`src/rtl/alu_share_ctrl.sv`:
```
// Round-robin controller that time-shares one external combinational ALU
// between two requesters and returns each result over a valid/ready channel.
module alu_share_ctrl #(
    parameter int W       = 32,
    parameter int ALU_LAT = 1
) (
    input  logic         clk,
    input  logic         rst_n,
    input  logic         req0_valid,
    output logic         req0_ready,
    input  logic [W-1:0] req0_a,
    input  logic [W-1:0] req0_b,
    input  logic [2:0]   req0_op,
    input  logic         req1_valid,
    output logic         req1_ready,
    input  logic [W-1:0] req1_a,
    input  logic [W-1:0] req1_b,
    input  logic [2:0]   req1_op,
    output logic         rsp0_valid,
    input  logic         rsp0_ready,
    output logic [W-1:0] rsp0_res,
    output logic         rsp0_cout,
    output logic         rsp0_err,
    output logic         rsp1_valid,
    input  logic         rsp1_ready,
    output logic [W-1:0] rsp1_res,
    output logic         rsp1_cout,
    output logic         rsp1_err,
    output logic [W-1:0] alu_a,
    output logic [W-1:0] alu_b,
    output logic [2:0]   alu_op,
    output logic         alu_c0,
    input  logic [W-1:0] alu_res,
    input  logic         alu_cout,
    output logic         busy
);

    typedef enum logic [1:0] {IDLE, EXEC, RESP} state_t;

    localparam logic [3:0] CNT_INIT = 4'(ALU_LAT - 1);

    state_t         state_q, state_d;
    logic           ptr_q, ptr_d;
    logic           win_q, win_d;
    logic [3:0]     cnt_q, cnt_d;
    logic [W-1:0]   alu_a_q, alu_a_d;
    logic [W-1:0]   alu_b_q, alu_b_d;
    logic [2:0]     alu_op_q, alu_op_d;
    logic           alu_c0_q, alu_c0_d;
    logic [W-1:0]   res_q, res_d;
    logic           cout_q, cout_d;
    logic           err_q, err_d;

    logic           grant0, grant1;
    logic [W-1:0]   sel_a, sel_b;
    logic [2:0]     sel_op;
    logic           sel_legal;

    // The pointer side wins a tie; a lone valid requester always wins.
    assign grant0 = req0_valid && (!ptr_q || !req1_valid);
    assign grant1 = req1_valid && (ptr_q || !req0_valid);
    assign sel_a  = grant1 ? req1_a  : req0_a;
    assign sel_b  = grant1 ? req1_b  : req0_b;
    assign sel_op = grant1 ? req1_op : req0_op;

    always_comb begin
        case (sel_op)
            3'b000, 3'b001, 3'b010, 3'b110, 3'b111: sel_legal = 1'b1;
            default:                                sel_legal = 1'b0;
        endcase
    end

    always_comb begin
        state_d  = state_q;
        ptr_d    = ptr_q;
        win_d    = win_q;
        cnt_d    = cnt_q;
        alu_a_d  = alu_a_q;
        alu_b_d  = alu_b_q;
        alu_op_d = alu_op_q;
        alu_c0_d = alu_c0_q;
        res_d    = res_q;
        cout_d   = cout_q;
        err_d    = err_q;
        case (state_q)
            IDLE: begin
                if (grant0 || grant1) begin
                    win_d = grant1;
                    ptr_d = ~grant1;
                    if (sel_legal) begin
                        alu_a_d  = sel_a;
                        alu_b_d  = sel_b;
                        alu_op_d = sel_op;
                        alu_c0_d = sel_op[2];
                        cnt_d    = CNT_INIT;
                        state_d  = EXEC;
                    end else begin
                        // Illegal op bypasses the ALU so its inputs stay untouched.
                        res_d   = '0;
                        cout_d  = 1'b0;
                        err_d   = 1'b1;
                        state_d = RESP;
                    end
                end
            end
            EXEC: begin
                if (cnt_q == 4'd0) begin
                    res_d   = alu_res;
                    cout_d  = alu_cout && alu_op_q[1];
                    err_d   = 1'b0;
                    state_d = RESP;
                end else begin
                    cnt_d = cnt_q - 4'd1;
                end
            end
            RESP: begin
                if (win_q ? rsp1_ready : rsp0_ready) begin
                    state_d = IDLE;
                end
            end
            default: state_d = IDLE;
        endcase
    end

    always_ff @(posedge clk or negedge rst_n) begin
        if (!rst_n) begin
            state_q  <= IDLE;
            ptr_q    <= 1'b0;
            win_q    <= 1'b0;
            cnt_q    <= 4'd0;
            alu_a_q  <= '0;
            alu_b_q  <= '0;
            alu_op_q <= 3'b000;
            alu_c0_q <= 1'b0;
            res_q    <= '0;
            cout_q   <= 1'b0;
            err_q    <= 1'b0;
        end else begin
            state_q  <= state_d;
            ptr_q    <= ptr_d;
            win_q    <= win_d;
            cnt_q    <= cnt_d;
            alu_a_q  <= alu_a_d;
            alu_b_q  <= alu_b_d;
            alu_op_q <= alu_op_d;
            alu_c0_q <= alu_c0_d;
            res_q    <= res_d;
            cout_q   <= cout_d;
            err_q    <= err_d;
        end
    end

    assign req0_ready = (state_q == IDLE) && grant0;
    assign req1_ready = (state_q == IDLE) && grant1;
    assign rsp0_valid = (state_q == RESP) && !win_q;
    assign rsp1_valid = (state_q == RESP) && win_q;
    assign rsp0_res   = res_q;
    assign rsp1_res   = res_q;
    assign rsp0_cout  = cout_q;
    assign rsp1_cout  = cout_q;
    assign rsp0_err   = err_q;
    assign rsp1_err   = err_q;
    assign alu_a      = alu_a_q;
    assign alu_b      = alu_b_q;
    assign alu_op     = alu_op_q;
    assign alu_c0     = alu_c0_q;
    assign busy       = (state_q != IDLE);

endmodule

```
`config.mk`:
```
export PLATFORM = sky130hd
export DESIGN_NAME = alu_share_ctrl
export DESIGN_NICKNAME = d
export VERILOG_FILES = /design/src/rtl/alu_share_ctrl.sv
export SDC_FILE = /design/constraint.sdc
export NUM_CORES = 1
export LEC_CHECK = 0
export ABC_CLOCK_PERIOD_IN_PS = 2200
export BUFFER_PORTS_ARGS = -buffer_cell sky130_fd_sc_hd__buf_2
export CAP_MARGIN = 15
export CORE_AREA = 2 2 122 124
export CTS_BUF_LIST = sky130_fd_sc_hd__clkbuf_4
export DETAILED_ROUTE_END_ITERATION = 8
export DIE_AREA = 0 0 124 126
export PLACE_DENSITY = 0.7
export SKIP_CTS_REPAIR_TIMING = 1
export SYNTH_ARGS = -nofsm -noshare
export SYNTH_HDL_FRONTEND = slang
export SYNTH_SLANG_ARGS = --single-unit
```
`constraint.sdc`:
```
create_clock -name clk -period 2.2 [get_ports clk]
set_input_delay 0 -clock clk [delete_from_list [all_inputs] [get_ports clk]]
set_output_delay 0 -clock clk [all_outputs]
set_load 0.05 [all_outputs]
```
==> flow_summary.ini, run 1 <==
[logic_synthesis]
synthArstFlopShare_pct = 100
netlist_area_sq_um = 5250
syn_nets = 559
synth-seq-cells = 109
yosysUniqueCellTypes = 34
ys_seq_area_share_pct = 51.9
ys_warn_count = 0
postSynthCellCount = 384
postSynthAreaPerCell_sq_um = 13.7
synth_flop_cell = dfrtp_1
synth_edf_count = 0

[die]
die_w_microns = 124
io_pins = 314
die_h_microns = 126
num_rows = 44
start_util_pct = 36.7

[run_status]
failed_stage = global routing (5_1_grt)
error_line = [ERROR RSZ-0060] Max buffer count reached.
outcome = aborted with a tool error

[placement]
gp_congestion = 0.826
io_buffers = 313
dp_hpwl_microns = 11100
placed_cells = 837
dpl_cell_area_sq_um = 6840

[cts]
h-tree-depth = 3
cts_buffer_depth = 2
clock_sinks = 109
cts_inserted_buffers = 9
clock-root-buffer = clkbuf_4

[grt]
grt_max_degree = 50
==> stage by stage <==
step / setup slack (ns) / hold WS (ns)
floorplan: 0.0987 / -0.296
global placement: 0.214 / 0.0337
detailed placement: 0.135 / 0.0420
CTS: 0.0983 / -0.522
==> synthesized netlist by cell type, types with 3 or more instances <==
| library cell | n | area [sq um] |
|---|---|---|
| nand2_1 | 8 | 30.0 |
| a22o_1 | 33 | 289 |
| buf_2 | 7 | 35.0 |
| mux2_2 | 130 | 1460 |
| nand2b_1 | 3 | 18.8 |
| clkbuf_1 | 7 | 26.3 |
| o21ai_0 | 3 | 15.0 |
| inv_1 | 5 | 18.8 |
| mux2_1 | 5 | 56.3 |
| buf_4 | 41 | 308 |
| o22ai_1 | 3 | 18.8 |
| dfrtp_1 | 109 | 2730 |
==> cells by family after synthesis <==
kind of cell | Yosys count | share of synthesized area [%]
XOR/XNOR | 1 | 0.167
adder cells (fa/ha/maj) | 2 | 0.476
multiplexers | 137 | 29.3
flip-flops | 109 | 51.9
buffers and inverters | 61 | 7.46
AND/OR/NAND/NOR | 25 | 2.76
AO/OA/AOI/OAI | 49 | 7.88
==> inputs of run 2 (changes only) <==
==> config.mk (replaced) <==
export PLATFORM = sky130hd
export DESIGN_NAME = alu_share_ctrl
export DESIGN_NICKNAME = d
export VERILOG_FILES = /design/src/rtl/alu_share_ctrl.sv
export SDC_FILE = /design/constraint.sdc
export NUM_CORES = 1
export LEC_CHECK = 0
export ABC_CLOCK_PERIOD_IN_PS = 2900
export BUFFER_PORTS_ARGS = -buffer_cell sky130_fd_sc_hd__buf_2
export CAP_MARGIN = 15
export CORE_UTILIZATION = 25
export DETAILED_ROUTE_END_ITERATION = 8
export PLACE_DENSITY_LB_ADDON = 0.15
export SKIP_CTS_REPAIR_TIMING = 1
export SYNTH_ARGS = -nofsm -noshare
export SYNTH_HDL_FRONTEND = slang
export SYNTH_SLANG_ARGS = --single-unit
==> constraint.sdc (replaced) <==
create_clock -name clk -period 2.9 [get_ports clk]
set_input_delay 0 -clock clk [delete_from_list [all_inputs] [get_ports clk]]
set_output_delay 0 -clock clk [all_outputs]
set_load 0.05 [all_outputs]
==> run 2 against run 1 <==
  * The flow now finishes without violations
  * Synthesized cell count did not move
  * Area after synthesis unchanged
==> flow_summary.ini, run 2 <==
[logic_synthesis]
synth-seq-cells = 109
synth_edf_count = 0
synthSimpleGateAreaFrac_pct = 2.76
synth_top_area_cell = dfrtp_1
yosysMostFrequentCell = mux2_2
ys_top_cells_by_count = mux2_2 (130), dfrtp_1 (109), buf_4 (41)
yosys-top-cells-area = dfrtp_1 (52%), mux2_2 (28%), buf_4 (5.9%), a22o_1 (5.5%), mux2_1 (1.1%)
muxShareOfSynthArea_pct = 29.3
yosysTopAreaCellShare_pct = 51.9
syn_nets = 559
synthArstFlopShare_pct = 100
synth_flop_cell = dfrtp_1
synth-xor-area-share_pct = 0.167
synth_top_family_by_area = multiplexers
yosysUniqueCellTypes = 34
ys_seq_area_share_pct = 51.9
ys_warn_count = 0
synth_compound_area_share_pct = 7.88
postSynthCellCount = 384
synthAdderAreaFrac_pct = 0.476
netlist_area_sq_um = 5250
postSynthAreaPerCell_sq_um = 13.7

[timing]
fin_crit_sh_pct = 76.0
max_freq_mhz = 454
worstMarginPinSlew_ns = 0.821
setup_slack_ns = 0.695
holdWs_ns = 0.00149
fin_skew_ns = 0.00664
finalSetupViolCount = 0
relSlewSlack_pct = 45.2
period_needed_ns = 2.20
hold_viol_final = 0
fin_tns_setup_ns = 0
rsz0062_at_grt = false
slew_viol_final = 0

[job]
maxCapViolations = 0

[drt]
route.antenna.remaining_nets = 0
first_pass_iters = 4
wire_per_inst_microns = 15.0
vias = 4232
viasPerCell = 4.37
drt_iter0_markers = 100
drc_errors = 0
drt-total-wl_microns = 14500

[power_and_ir_drop]
switchingPower_mw = 5.64
power_density_nw_per_um2 = 1360
p_comb_share_pct = 61.9
clkPwrFrac_pct = 11.7
vdd_drop_max_mv = 0.471
p_sw_share_pct = 55.0
intPower_mw = 4.62
power.leakage_nw = 3.77
p_seq_share_pct = 26.4

[cells_and_area]
area_growth_pct = 43.4
finalInstanceArea_sq_um = 7530
final_common_cell = buf_2
final_cell_mix = buf_2 (312), mux2_2 (130), dfrtp_1 (109)
drive_gt1_share_pct = 67.2
fillCellCount = 2022
fin_cells = 968
nets = 868
antenna_cells = 0
multi_input_area_sq_um = 2160
ff_latch_area_sq_um = 2730

[die]
io_pins = 314
start_util_pct = 25.7
die_w_microns = 147
die-area_sq_um = 21600
num_rows = 52
die_h_microns = 147
coreArea_sq_um = 20400

[cts]
h-tree-depth = 3
clock_latency_ns = 0.34
cts.clk_slew.worst_paths_ns = 0.07
clock_sinks = 109
cts_buffer_depth = 2
clock-root-buffer = clkbuf_16
cts_inserted_buffers = 9
cts_tree = built

[grt]
grt_pass1_wl_microns = 22300
grt_pass1_vias = 4201
antenna_found_initial = 0
grt_max_degree = 73
grtUsageTotal_pct = 13.3
grt_overflow = 0

[placement]
dpl_cell_area_sq_um = 6880
post-place-ws_ns = 0.731
dp_hpwl_microns = 10500
io_buffers = 313
placed_cells = 916
gp_congestion = 0.745

[run_status]
outcome = finished clean

[worst_setup_path]
reg2reg_slack_ns = 0.70
cp.required_ns = 3.13
crit_fanout = 72
critPathLaunchType = flop
setup.worst_path.class = flop to flop
critPathArrivalTime_ns = 2.43
cp-end-kind = flop

[min_path]
hold_path_class = input pin to flop
==> run 2: cell counts after synthesis <==
No cell type changed its count.
==> run 2: per-layer routing <==
metal | global-route usage, % | part of all wire [%] | vias to the layer above
li1 | - | - | 1982
met1 | 15.8 | 41 | 2038
met2 | 23.0 | 50 | 204
met3 | 3.85 | 7.9 | 8
met4 | 4.33 | 1.1 | 0
met5 | 0 | 0 | -
==> run 2: critical path, stage by stage (launching register included) <==
cell and delay (ns):
dfrtp_1 0.42, or3b_2 0.49, a21o_1 0.21, o32ai_4 0.12, buf_12 0.34, mux2_2 0.39
==> run 2: cells by family (layout without fill, tap and decap cells) <==
group	Yosys count	after routing
simple gates	25	25
xor+xnor	1	1
mux	137	137
fa+ha+maj	2	2
compound gates	49	49
flops	109	109
buf+inv	61	375
==> run 2: power by group through the flow <==
stage	Combinational [mW]	Clock [mW]	Sequential, mW
after floorplan	2.67	0	5.18
after CTS	6.36	1.28	2.71
after global routing	6.64	1.33	2.82
final	6.35	1.20	2.71
after detailed placement	6.35	0	2.72
after global placement	6.33	0	2.71
==> run 2: through the flow <==
| stage | power (mW) | utilization [%] |
|---|---|---|
| floorplan | 7.85 | - |
| global placement | 9.04 | 33.7 |
| detailed placement | 9.07 | 33.7 |
| CTS | 10.3 | 35.1 |
| global route | 10.8 | 36.9 |
| finish | 10.3 | 36.9 |
==> run 2: final timing paths <==
path / cells after the start / to / start
min in group asynchronous: 2 / rsp0_res[4] / rst_n
min reg2reg: 1 / alu_b[4] / alu_b[4]
max reg2reg: 5 / alu_a[6] / state_q[1]
max: 5 / alu_a[6] / state_q[1]
min: 3 / alu_b[3] / req1_b[3]
max in group asynchronous: 3 / rsp0_err / rst_n
==> run 2: cell type report <==
type / instances / area share (%)
inverters: 5 / 0.249
well taps: 270 / 4.48
clock buffers: 12 / 3.40
repair buffers: 354 / 26.6
clock inverters: 4 / 0.432
multi-input cells: 214 / 28.6
flip-flops and latches: 109 / 36.2
(Power assumes the default switching activity.)
==> inputs of run 3 (changes only) <==
--- a/config.mk
+++ b/config.mk
@@ -5,7 +5,7 @@
 export SDC_FILE = /design/constraint.sdc
 export NUM_CORES = 1
 export LEC_CHECK = 0
-export ABC_CLOCK_PERIOD_IN_PS = 2900
+export ABC_CLOCK_PERIOD_IN_PS = 2300
 export BUFFER_PORTS_ARGS = -buffer_cell sky130_fd_sc_hd__buf_2
 export CAP_MARGIN = 15
 export CORE_UTILIZATION = 25
==> constraint.sdc (replaced) <==
create_clock -name clk -period 2.3 [get_ports clk]
set_input_delay 0 -clock clk [delete_from_list [all_inputs] [get_ports clk]]
set_output_delay 0 -clock clk [all_outputs]
set_load 0.05 [all_outputs]
==> run 3 against run 2 <==
  * The run now ends with negative hold slack left
  * Non-clock buffer count rose by 5
  * Global-route usage about the same
  * Sequential share of layout area down 0.24 points
  * Via count down 0.69%
  * Maximum frequency up 1.8%
  * Combinational power up 26%
  * Clock skew is 0.0014 ns higher
  * Critical path type unchanged
  * Largest power group unchanged
==> flow_summary.ini, run 3 (synthesis gave the netlist of run 2 again) <==
[worst_setup_path]
worstReg2RegEnd = alu_b[23]
cp-end-kind = flop
critical-path-top-delay-family = simple AND/OR/NAND/NOR gates
cp_num_buf_inv = 1
crit_chain = or3b_2 > a21o_1 > o32ai_4 > buf_12 > mux2_2
critPathLaunchType = flop
reg2reg_slack_ns = 0.13
slowest_stage = or3b_2
critPathArrivalTime_ns = 2.40
cp.required_ns = 2.53
cp_slowest_stage_delay_ns = 0.49
crit_fanout = 62
setup.worst_path.class = flop to flop
reg2reg_depth = 5
r2r_start = state_q[1]

[drt]
first_pass_iters = 4
drt-total-wl_microns = 14300
drt_iter0_markers = 83
vias = 4203
route.antenna.remaining_nets = 0
viasPerCell = 4.32
wire_per_inst_microns = 14.7
drc_errors = 0

[placement]
gp_congestion = 0.776
dp_hpwl_microns = 10600
post-place-ws_ns = 0.139
placed_cells = 921
io_buffers = 313

[timing]
rsz0062_at_grt = false
fin_skew_ns = 0.00799
fin_tns_setup_ns = 0
worstMarginPinSlew_ns = 0.608
finalSetupViolCount = 0
holdWs_ns = -0.00491
slew_viol_final = 0
fin_crit_sh_pct = 94.2
max_freq_mhz = 462
hold_viol_final = 2
period_needed_ns = 2.17
setup_slack_ns = 0.133
relSlewSlack_pct = 58.3

[cells_and_area]
final_cell_mix = buf_2 (312), mux2_2 (130), dfrtp_1 (109)
drive_gt1_share_pct = 67.3
fin_cells = 973
nets = 873
utilization_pct = 37.1
area_growth_pct = 44.4
antenna_cells = 0
final_common_cell = buf_2

[power_and_ir_drop]
power.leakage_nw = 3.81
vdd_drop_max_mv = 0.658
power_density_nw_per_um2 = 1720

[die]
coreArea_sq_um = 20400
die_w_microns = 147
die_h_microns = 147
start_util_pct = 25.7
num_rows = 52
die-area_sq_um = 21600
io_pins = 314

[min_path]
hp-start = req0_valid
hold_path_class = input pin to flop
hold_end = ptr_q
whs_path_depth = 3

[grt]
grt_overflow = 0
grt_pass1_vias = 4270
grtUsageTotal_pct = 13.3
grt_pass1_wl_microns = 22400
grt_max_degree = 63
antenna_found_initial = 0

[cts]
clock_sinks = 109
cts_inserted_buffers = 9
clock_latency_ns = 0.34
h-tree-depth = 3
cts_buffer_depth = 2
clock-root-buffer = clkbuf_16
cts.clk_slew.worst_paths_ns = 0.07
cts_tree = built

[run_status]
violations = negative hold slack
outcome = complete, but fails checks

[job]
maxCapViolations = 0
==> run 3: changes by cell type in the layout (fill, tap and decap cells not counted), sizes merged <==
cell,delta
bufinv,+1
clkinvlp,-2
buf,+5
inv,+1
==> run 3: layer usage <==
layer	up-vias	global-route usage [%]	part of all wire [%]
met5	-	0	0
met4	0	4.85	1.4
met3	11	3.29	7.0
met2	199	23.3	51
met1	2005	15.6	40
li1	1988	-	-
==> run 3: worst max path at each step <==
stage / from / slack (ns) / cells after the start / end
floorplan: state_q[1] / 0.20 / 5 / alu_b[0]
global placement: state_q[1] / 0.19 / 5 / alu_a[0]
detailed placement: state_q[1] / 0.14 / 5 / alu_b[23]
CTS: state_q[1] / 0.11 / 5 / alu_b[23]
global route: state_q[1] / 0.02 / 5 / alu_b[24]
finish: state_q[1] / 0.13 / 5 / alu_b[23]
==> run 3: worst reg2reg max path, stage by stage (launching register included) <==
cell     delay [ns]
dfrtp_1        0.42
or3b_2         0.50
a21o_1         0.21
o32ai_4        0.15
buf_12         0.32
mux2_2         0.46
==> run 3: final cells by class <==
class                   instances  area, sq um
flip-flops and latches        109         2730
multi-input cells             214         2160
clock buffers                  12          246
repair buffers                359         2040
fillers                      2007        12800
well taps                     270          338
inverters                       5         18.8
clock inverters                 4         56.3
==> run 3: power breakdown <==
group	switching, mW	total (mW)	leakage (nW)	internal (mW)
Clock	0.714	1.60	0.147	0.885
Combinational	5.82	8.01	2.33	2.19
Sequential	0.574	3.43	1.34	2.85
Total	7.10	13.0	3.81	5.93
==> run 3: per-stage QoR <==
stage | power, mW | area [sq um]
6_report | 13.0 | 7580
5_1_grt | 13.7 | 7580
4_1_cts | 13.2 | 7220
3_5_place_dp | 11.5 | 6920
3_3_place_gp | 11.4 | 6920
2_1_floorplan | 9.90 | 5250
==> inputs of run 4 (changes only) <==
--- a/config.mk
+++ b/config.mk
@@ -10,6 +10,7 @@
 export CAP_MARGIN = 15
 export CORE_UTILIZATION = 25
 export DETAILED_ROUTE_END_ITERATION = 8
+export MAX_ROUTING_LAYER = met4
 export PLACE_DENSITY_LB_ADDON = 0.15
 export SKIP_CTS_REPAIR_TIMING = 1
 export SYNTH_ARGS = -nofsm -noshare
==> run 4 against run 3 <==
  * The run still ends with negative hold slack left
  * Power hardly changed
  * Cell count unchanged
  * Maximum frequency down 0.39%
  * Flip-flop and latch count stayed put
  * Critical path depth unchanged
  * Non-clock buffer count unchanged
  * Clock-buffer cell count did not move
  * Via count is 0.55% higher
  * Sequential share of layout area stayed put
  * Core utilization did not move
  * Clock power about the same
  * Setup slack worse by 0.0084 ns
==> flow_summary.ini, run 4 (synthesis gave the netlist of run 2 again) <==
[power_and_ir_drop]
intPower_mw = 5.93
power_density_nw_per_um2 = 1720
p_sw_share_pct = 54.5
switchingPower_mw = 7.11
power.leakage_nw = 3.81
vdd_drop_max_mv = 0.659
p_seq_share_pct = 26.3
clkPwrFrac_pct = 12.3
p_comb_share_pct = 61.5

[cells_and_area]
drive_gt1_share_pct = 67.3
nets = 873
antenna_cells = 0
area_growth_pct = 44.4
final_cell_mix = buf_2 (312), mux2_2 (130), dfrtp_1 (109)
finalInstanceArea_sq_um = 7580
utilization_pct = 37.1
final_common_cell = buf_2
fillCellCount = 2007

[die]
num_rows = 52
die_w_microns = 147
io_pins = 314
die_h_microns = 147
coreArea_sq_um = 20400
start_util_pct = 25.7
die-area_sq_um = 21600

[timing]
holdWs_ns = -0.00471
finalSetupViolCount = 0
fin_skew_ns = 0.00820
max_freq_mhz = 460
slew_viol_final = 0
worstMarginPinSlew_ns = 0.607
hold_viol_final = 2
rsz0062_at_grt = false
period_needed_ns = 2.18
relSlewSlack_pct = 58.4
fin_crit_sh_pct = 94.6
fin_tns_setup_ns = 0

[placement]
gp_congestion = 0.786
dp_hpwl_microns = 10600
io_buffers = 313
dpl_cell_area_sq_um = 6920

[worst_setup_path]
worstReg2RegEnd = alu_b[23]
crit_fanout = 62
setup.worst_path.class = flop to flop
r2r_start = state_q[1]
critPathArrivalTime_ns = 2.40
reg2reg_slack_ns = 0.12
startpoint = state_q[1]
reg2reg_depth = 5
critPathLaunchType = flop
cp.required_ns = 2.53
crit_end = alu_b[23]
cp-end-kind = flop

[grt]
grt_max_degree = 63
grt_use_met1_pct = 16.1
grt.busiest_layer = met2
antenna_found_initial = 0
met2_usage_pct = 23.2
grt_pass1_wl_microns = 22400
grt_pass1_vias = 4284
grtUsageTotal_pct = 13.7
use_met3_pct = 2.58
grt_overflow = 0

[drt]
wire_per_inst_microns = 14.6
drt-total-wl_microns = 14300
vias = 4226
drc_errors = 0
drt_iter0_markers = 87
first_pass_iters = 4
viasPerCell = 4.34
route.antenna.remaining_nets = 0

[cts]
clock-root-buffer = clkbuf_16
cts_tree = built
cts_inserted_buffers = 9
cts_buffer_depth = 2
clock_latency_ns = 0.34
clock_sinks = 109
h-tree-depth = 3
cts.clk_slew.worst_paths_ns = 0.07

[run_status]
outcome = complete, but fails checks
violations = negative hold slack

[job]
maxCapViolations = 0

[min_path]
hold_path_class = input pin to flop
run 4: worst min-delay path by stage:
stage          cells past startpoint       start         to  slack (ns)
4_1_cts                            1       rst_n   alu_b[3]       -0.50
2_1_floorplan                      0       rst_n   alu_a[0]       -0.30
3_3_place_gp                       1       rst_n      ptr_q       -0.10
5_1_grt                            3  req0_a[11]  alu_a[11]       0.001
6_report                           3  req0_valid      ptr_q      -0.005
3_5_place_dp                       1       rst_n      ptr_q       -0.11
run 4: layer usage:
metal,share of wire (%),wire (microns)
met1,41,5890
met2,51,7310
met3,6.0,852
met4,1.4,197
met5,0,0
run 4: cell type report:
| class | instances | area [sq um] | share of cell area [%] |
|---|---|---|---|
| Multi-Input combinational cell | 214 | 2160 | 28.4 |
| Clock buffer | 12 | 246 | 3.25 |
| Inverter | 5 | 18.8 | 0.247 |
| Tap cell | 270 | 338 | 4.45 |
| Clock inverter | 4 | 56.3 | 0.742 |
| Timing Repair Buffer | 359 | 2040 | 26.9 |
| Sequential cell | 109 | 2730 | 36.0 |
run 4: critical path: stages, from the launching register on:
cell	delay, ns
dfrtp_1	0.43
or3b_2	0.50
a21o_1	0.21
o32ai_4	0.14
buf_12	0.32
mux2_2	0.39
run 4: per-stage QoR:
stage / cells / worst slack [ns] / power [mW]
floorplan: 384 / 0.199 / 9.90
CTS: 937 / 0.111 / 13.2
global placement: 921 / 0.190 / 11.4
finish: 973 / 0.125 / 13.0
detailed placement: 921 / 0.139 / 11.5
global route: 973 / 0.0178 / 13.7
run 4: power by group through the flow:
| stage | combinational (mW) | sequential (mW) | clock, mW |
|---|---|---|---|
| floorplan | 3.37 | 6.53 | 0 |
| global placement | 8.00 | 3.42 | 0 |
| detailed placement | 8.02 | 3.44 | 0 |
| CTS | 8.04 | 3.43 | 1.68 |
| global route | 8.38 | 3.57 | 1.75 |
| finish | 8.01 | 3.43 | 1.60 |
